`config.mk`:
```
export PLATFORM = sky130hd
export DESIGN_NAME = output_sequencer
export DESIGN_NICKNAME = d
export VERILOG_FILES = /design/src/rtl/output_sequencer.sv
export SDC_FILE = /design/constraint.sdc
export NUM_CORES = 1
export LEC_CHECK = 0
export CORE_UTILIZATION = 60
export CTS_CLUSTER_DIAMETER = 150
export DETAILED_ROUTE_END_ITERATION = 16
export GPL_ROUTABILITY_DRIVEN = 0
export PLACE_DENSITY = 0.84
export SETUP_SLACK_MARGIN = 0.5
export SYNTH_ARGS = -nofsm -noshare
export SYNTH_HDL_FRONTEND = slang
export SYNTH_SLANG_ARGS = --single-unit
```
`constraint.sdc`:
```
create_clock -name clk -period 4.6 [get_ports clk]
set_input_delay 1.38 -clock clk [delete_from_list [all_inputs] [get_ports clk]]
set_output_delay 1.38 -clock clk [all_outputs]
set_load 0.02 [all_outputs]
```
`src/rtl/output_sequencer.sv`:
```
// Buffers control-unit words in a small FIFO and issues one shift_register load per frame.
// Optional OUTPUT_SEQ_PARITY_EN adds a one-cycle PARITY state and the parity_out/parity_valid ports.
module output_sequencer #(
  parameter int DATA_WIDTH = 8,
  parameter int FIFO_DEPTH = 4,
  parameter int GAP_CYCLES = 1
) (
  input  logic                          clk,
  input  logic                          reset,
  input  logic                          in_valid,
  input  logic [DATA_WIDTH-1:0]         in_data,
  input  logic                          overflow_clr,
  output logic                          ser_load,
  output logic [DATA_WIDTH-1:0]         ser_data,
  output logic                          frame_valid,
  output logic                          busy,
  output logic [$clog2(FIFO_DEPTH):0]   fifo_count,
  output logic                          overflow
`ifdef OUTPUT_SEQ_PARITY_EN
  ,
  output logic                          parity_out,
  output logic                          parity_valid
`endif
);

  localparam int AW   = $clog2(FIFO_DEPTH);
  localparam int CMAX = (DATA_WIDTH > GAP_CYCLES) ? DATA_WIDTH : GAP_CYCLES;
  localparam int CW   = $clog2(CMAX) + 1;
  localparam logic [CW-1:0] LAST_BIT = CW'(DATA_WIDTH - 1);
  localparam logic [CW-1:0] LAST_GAP = CW'((GAP_CYCLES > 0) ? GAP_CYCLES - 1 : 0);
  localparam logic [AW:0]   FULL_CNT = (AW+1)'(FIFO_DEPTH);
  localparam logic [AW:0]   CNT_ONE  = (AW+1)'(1);

  typedef enum logic [1:0] {
    IDLE,
    SHIFT,
`ifdef OUTPUT_SEQ_PARITY_EN
    PARITY,
`endif
    GAP
  } state_t;

  logic [DATA_WIDTH-1:0] mem [FIFO_DEPTH];
  logic [AW-1:0]         wr_ptr;
  logic [AW-1:0]         rd_ptr;
  logic [CW-1:0]         cnt;
  state_t                state;
  logic                  pop;
  logic                  push_ok;
  logic                  drop;
  logic [AW:0]           count_nxt;

  // A pop frees a slot in the same cycle, so a full FIFO still accepts a push while IDLE pops.
  always_comb begin
    pop       = (state == IDLE) && (fifo_count != '0);
    push_ok   = in_valid && ((fifo_count != FULL_CNT) || pop);
    drop      = in_valid && !push_ok;
    count_nxt = fifo_count;
    if (push_ok && !pop)
      count_nxt = fifo_count + CNT_ONE;
    else if (pop && !push_ok)
      count_nxt = fifo_count - CNT_ONE;
  end

  always_ff @(posedge clk) begin
    if (push_ok)
      mem[wr_ptr] <= in_data;
  end

  always_ff @(posedge clk or negedge reset) begin
    if (!reset) begin
      wr_ptr     <= '0;
      rd_ptr     <= '0;
      fifo_count <= '0;
      overflow   <= 1'b0;
    end else begin
      if (push_ok)
        wr_ptr <= wr_ptr + AW'(1);
      if (pop)
        rd_ptr <= rd_ptr + AW'(1);
      fifo_count <= count_nxt;
      if (drop)
        overflow <= 1'b1;
      else if (overflow_clr)
        overflow <= 1'b0;
    end
  end

  // frame_valid trails the SHIFT state by one cycle so it covers the cycles after the load pulse.
  always_ff @(posedge clk or negedge reset) begin
    if (!reset) begin
      state        <= IDLE;
      cnt          <= '0;
      ser_load     <= 1'b0;
      ser_data     <= '0;
      frame_valid  <= 1'b0;
      busy         <= 1'b0;
`ifdef OUTPUT_SEQ_PARITY_EN
      parity_out   <= 1'b0;
      parity_valid <= 1'b0;
`endif
    end else begin
      ser_load    <= 1'b0;
      frame_valid <= (state == SHIFT);
      busy        <= 1'b1;
`ifdef OUTPUT_SEQ_PARITY_EN
      parity_out   <= 1'b0;
      parity_valid <= 1'b0;
`endif
      case (state)
        IDLE: begin
          if (pop) begin
            ser_load <= 1'b1;
            ser_data <= mem[rd_ptr];
            cnt      <= '0;
            state    <= SHIFT;
          end else begin
            busy <= push_ok;
          end
        end
        SHIFT: begin
          cnt <= cnt + CW'(1);
          if (cnt == LAST_BIT) begin
            cnt <= '0;
`ifdef OUTPUT_SEQ_PARITY_EN
            state <= PARITY;
`else
            if (GAP_CYCLES == 0) begin
              state <= IDLE;
              busy  <= (count_nxt != '0);
            end else begin
              state <= GAP;
            end
`endif
          end
        end
`ifdef OUTPUT_SEQ_PARITY_EN
        PARITY: begin
          parity_valid <= 1'b1;
          parity_out   <= ^ser_data;
          cnt          <= '0;
          if (GAP_CYCLES == 0) begin
            state <= IDLE;
            busy  <= (count_nxt != '0);
          end else begin
            state <= GAP;
          end
        end
`endif
        GAP: begin
          cnt <= cnt + CW'(1);
          if (cnt == LAST_GAP) begin
            cnt   <= '0;
            state <= IDLE;
            busy  <= (count_nxt != '0);
          end
        end
        default: state <= IDLE;
      endcase
    end
  end

endmodule

```
==> impl_metrics.toml <==
[outcome]
status = "finished, final reports clean"

[sta]
period_needed_ns = 3.180
skew_ns = 0.004939
clock.fmax_mhz = 314.5
worstMarginPinSlew_ns = 1.149
min_period_over_period_pct = 69.12
setup_tns_ns = 0
slew_violations = 0
hold_viol = 0
rsz0062_at_grt = "no"
finalSetupViolCount = 0
relSlewSlack_pct = 23.16

[route]
routed_wl_mm = 4.782
drc = 0
drtIter0Drc = 161
num_vias = 1529
wl_per_cell_um = 18.39
vias_per_cell = 5.881
postRouteAntennaNets = 0
dr.pass1.iters = 4

[final_layout]
nNetsFinal = 230
drive_gt1_share_pct = 15.24
diodes = 0
final_core_util_pct = 73.91
syn2layout_area_growth_pct = 16.45

[worst_setup_path]
worst_setup_path_end_kind = "flop"
cp_cell_sequence = "clkdlybuf4s50_1 -> inv_2 -> a31oi_1 -> and2_1"
startpoint_type = "input pin"
path_buf_inv = 2
worstSetupPathType = "input pin to flop"
cpMaxStageDelayCell = "clkdlybuf4s50_1"
cpPeakStageDelay_ns = 0.74
r2r_cells = 5
path_max_fanout = 12
cp.arrival_ns = 3.16
path_delay_family = "buffers and inverters"
reg2reg_from = "state[0]$_DFFE_PN0P_"
r2r_end = "mem[0][0]$_DFFE_PP_"
ff2ff_setup_slack_ns = 2.20
crit_required_ns = 4.58

[pwr]
ir_worst_vdd_mv = 0.4337
p_leak_nw = 1.177
clockPowerShare_pct = 17.6
p_int_mw = 1.343
power.switching_mw = 0.7631
pwr-share-seq_pct = 39.6
combPwrFrac_pct = 42.8
pwr_density_cell_mw_per_mm2 = 697.3
switching_share_pct = 36.23

[floorplan]
rows = 23
die_w_um = 67.75
die_y_um = 67.75
start_util_pct = 63.47
core-area_mm2 = 0.004086
io_pins = 27
dieArea_mm2 = 0.004590

[synthesis]
ys_seq_area_share_pct = 61.17
syn-num-nets = 199
synth.avg_cell_area_um2 = 14.91
async_flop_share_pct = 43.86
ys_seq_elements = 57
yosys.cell_types.count = 44
synth_area_mm2 = 0.002594
ys_warn_count = 0
synth_edf_count = 32
postSynthCellCount = 174
synthFlopType = "edfxtp_1"

[grt]
grt_max_degree = 26
antenna_found_initial = 0
grt_pass1_wl_mm = 7.507
track_usage_pct = 24.07
first_global_vias = 1546
gr-total-overflow = 0

[placement]
dp_hpwl_mm = 3.464
port_buffers = 26

[clocking]
clk_latency_ns = 0.33
cts_resized = 0
clk_pin_slew_ns = 0.06
clkSinkCount = 57
clock_path_buffers = 2
h-tree-depth = 3
post_cts_buffers = 0
cts_root_buffer = "clkbuf_8"
numCtsBuffers = 9
cts_tree = "done"
ctsHoldBuffers = 0

[hold_path]
min_path_cells = 1
hp-class = "flop to flop"
whs_endpoint = "ser_data[0]$_DFFE_PN0P_"
hold_start = "ser_data[0]$_DFFE_PN0P_"

[flow_run]
drv_cap = 0
[registers in the layout (all words and copies together), names as in the netlist]
name and count:
rd_ptr 2, frame_valid 1, fifo_count 3, overflow 1
busy 1, state 2, ser_data 8, mem 32
cnt 4, ser_load 1, wr_ptr 2
[placed cells by master, fill, tap and decap left out, drive strengths merged, types with 2 or more instances in the layout]
cell,synthesis,final
o21ai,5,5
dfrtp,25,25
edfxtp,32,32
and2,4,4
clkdlybuf4s50,0,26
o32ai,2,2
a22o,2,2
mux2,9,9
clkbuf,1,14
mux4,8,8
nand2,10,10
o211ai,2,2
nor3b,2,2
xnor2,2,2
nor2,3,3
inv,13,13
nand2b,5,5
clkinv,0,2
a31oi,2,2
a21oi,10,10
ha,13,13
nand3,2,2
o41ai,2,2
[logic make-up (layout without fill, tap and decap cells)]
family,Yosys count,after routing,synth area share (%)
AND/OR/NAND/NOR,32,32,7.284
multiplexers,18,18,11.24
adder cells (fa/ha/maj),13,13,6.271
XOR/XNOR,3,3,1.013
flip-flops,57,57,61.17
AO/OA/AOI/OAI,31,31,9.022
buffers and inverters,20,56,4.003
[cells in the mapped netlist, types with 2 or more instances]
cell type | count | area [µm²]
nor3b_1 | 2 | 15.01
xnor2_1 | 2 | 17.52
a22o_1 | 2 | 17.52
nand2b_1 | 5 | 31.28
o21ai_0 | 3 | 15.01
nand2_1 | 10 | 37.54
o21ai_1 | 2 | 10.01
inv_1 | 12 | 45.04
buf_2 | 2 | 10.01
buf_6 | 3 | 33.78
dfrtp_1 | 25 | 625.6
a21oi_1 | 10 | 50.05
nor2_1 | 3 | 11.26
mux4_2 | 8 | 180.2
edfxtp_1 | 32 | 960.9
ha_1 | 13 | 162.7
mux2_2 | 8 | 90.09
nand3_1 | 2 | 10.01
a31oi_1 | 2 | 12.51
and2_1 | 4 | 25.02
[through the flow]
stage	cell area, µm²	setup WS (ns)	std cells	power [mW]	hold WS (ns)
floorplan	2594	2.068	174	1.475	0.4996
global placement	2869	1.214	244	1.696	0.4890
detailed placement	2869	1.098	244	1.750	0.4998
CTS	3020	1.445	260	2.120	0.5084
global route	3020	1.271	260	2.239	0.5349
finish	3020	1.420	260	2.106	0.5071
[per-layer routing]
layer / share of wire [%] / track usage [%]
met3: 5.5 / 8.108
met5: 0 / 0
met4: 1.9 / 11.17
met1: 46 / 32.39
met2: 46 / 35.02
[area by class of cell]
class / count / area [µm²]
clock inverter: 2 / 8.758
tap: 50 / 62.56
sequential: 57 / 1587
inverter: 13 / 48.80
fill: 264 / 1066
timing repair buffer: 27 / 267.8
clock buffer: 14 / 142.6
multi-input combinational: 97 / 903.4
[worst max path at each step]
stage / from / end / slack [ns] / depth (start not counted)
2_1_floorplan: in_valid / mem[0][0]$_DFFE_PP_ / 2.07 / 4
3_3_place_gp: in_valid / mem[0][3]$_DFFE_PP_ / 1.21 / 4
3_5_place_dp: in_valid / mem[1][4]$_DFFE_PP_ / 1.10 / 4
4_1_cts: in_valid / mem[1][7]$_DFFE_PP_ / 1.45 / 4
5_1_grt: in_valid / mem[2][6]$_DFFE_PP_ / 1.27 / 4
6_report: in_valid / mem[0][0]$_DFFE_PP_ / 1.42 / 4
[power groups by stage]
stage / clock (mW) / sequential (mW) / combinational, mW
6_report: 0.370 / 0.835 / 0.902
5_1_grt: 0.403 / 0.857 / 0.979
4_1_cts: 0.377 / 0.837 / 0.906
3_5_place_dp: 0 / 0.847 / 0.903
3_3_place_gp: 0 / 0.831 / 0.864
2_1_floorplan: 0 / 0.856 / 0.619
(Power assumes the default switching activity.)
==> patch (same settings) <==
The option `OUTPUT_SEQ_PARITY_EN` is turned on by a define.
--- a/src/rtl/output_sequencer.sv
+++ b/src/rtl/output_sequencer.sv
@@ -2,2 +2,4 @@
 // Optional OUTPUT_SEQ_PARITY_EN adds a one-cycle PARITY state and the parity_out/parity_valid ports.
+`define OUTPUT_SEQ_PARITY_EN
+
 module output_sequencer #(
Formal check against the unedited RTL (old outputs only; new: parity_out and parity_valid): same outputs for any inputs over 10 cycles, from zero or initial values and one cycle with reset low; that may be too few to reach the edited logic, so the function may still have changed.
==> patch against the original RTL <==
- setup slack improved by 0.062 ns
- die area up 3.2%
- power up 8.0%
- register-to-register slack gained 0.02 ns
- combinational power rose by 9.4%
- clock power rose by 12%
- sequential cell count rose by 2
- wire length decreased by 0.44%
- synthesized area up 3.3%
- final area is 4.3% higher
- via count rose by 2.2%
- final cell count is 3.1% higher
==> patch: results (changes against the original RTL) <==
outcome: "completed"
drive_above_1_share_pct: 18.3  # +3.1 points
port_buffers: 28  # +7.7%
synth_fp_nets: 205  # +3.0%
worstMarginPinSlew_ns: 0.587  # -0.562 ns
buffer_area_share_pct: 9.13  # +0.27 points
grt_pass1_wl_mm: 7.62  # +1.6%
fill_cells: 252  # -4.5%
peakVddDrop_v: 0.000398  # -8.2%
cp_max_fo: 10  # -2
vias_per_cell: 5.83  # -0.89%
hpwl_mm: 3.57  # +3.0%
comb_cell_power_uw: 987  # +9.4%
placed_cell_area_um2: 2970  # +3.7%
seq_area_share_pct: 51.9  # -0.60 points
ys_seq_area_share_pct: 61.1  # -0.074 points
use_met1_pct: 36.3  # +3.9 points
grtUsageMet2_pct: 31.9  # -3.2 points
comb.multi_input.count: 101  # +4.1%
grt_start_max_net_pins: 28  # +7.7%
grt_pass1_vias: 1543  # -0.19%
nFlopsAndLatches: 59  # +3.5%
fin_skew_ns: 0.00496  # +0.0000185 ns
drt_iter0_drc: 153  # -5.0%
nets: 238  # +3.5%
p_sw_uw: 839  # +9.9%
buffers: 29  # +7.4%
postSynth.asyncResetShare_pct: 45.8  # +1.9 points
clockPowerShare_pct: 18.1  # +0.5 points
synth_common_cells: "32 x edfxtp_1, 27 x dfrtp_1, 13 x ha_1"
grt_use_total_pct: 23.9  # -0.13 points
patch: cell types whose count changed after synthesis, moves of 3 or more:
cell      unedited run  this run
xnor2_1              2         8
nand3_1              2         5
o21ai_0              3         7
nand2_1             10         7
a21oi_1             10         5
nand3b_1             0         4
nand2b_1             5         1
patch: critical path, cell delays in order:
cell and delay (ns):
clkdlybuf4s50_1 0.69, inv_2 0.13, a31oi_1 0.48, and2_1 0.44
patch: path summary, 6_finish.rpt:
kind                               start          end  slack [ns]  depth (start not counted)
min in group asynchronous          reset  ser_data[7]        1.43                          2
worst max-delay path            in_valid    mem[1][7]        1.48                          4
worst min register to register  overflow     overflow        0.55                          2
max in group asynchronous          reset    wr_ptr[1]        2.92                          2
worst min-delay path            overflow     overflow        0.55                          2
worst max register to register  state[0]    mem[1][7]        2.22                          5
patch: through the flow:
| stage | setup slack (ns) | total power, mW | hold slack, ns | utilization [%] | cells |
|---|---|---|---|---|---|
| after floorplan | 2.00 | 1.58 | 0.527 | - | 180 |
| after global placement | 1.26 | 1.81 | 0.532 | 71.8 | 252 |
| after detailed placement | 1.14 | 1.87 | 0.531 | 71.8 | 252 |
| after CTS | 1.49 | 2.29 | 0.540 | 76.1 | 268 |
| after global routing | 1.39 | 2.43 | 0.577 | 76.1 | 268 |
| final | 1.48 | 2.28 | 0.547 | 76.1 | 268 |
patch: metal layers:
layer	wire length [um]	up-vias
met1	2350	757
met3	290	7
met4	58	0
li1	-	731
met5	0	-
met2	2060	67
patch: logic make-up (layout without fill, tap and decap cells):
logic type,after synthesis,count (layout),share of synthesized area [%]
mux,19,19,11.3
fa+ha+maj,14,14,6.45
xor+xnor,10,10,3.27
compound gates,24,24,6.07
flops,59,59,61.1
simple gates,34,34,7.94
buf+inv,20,58,3.88
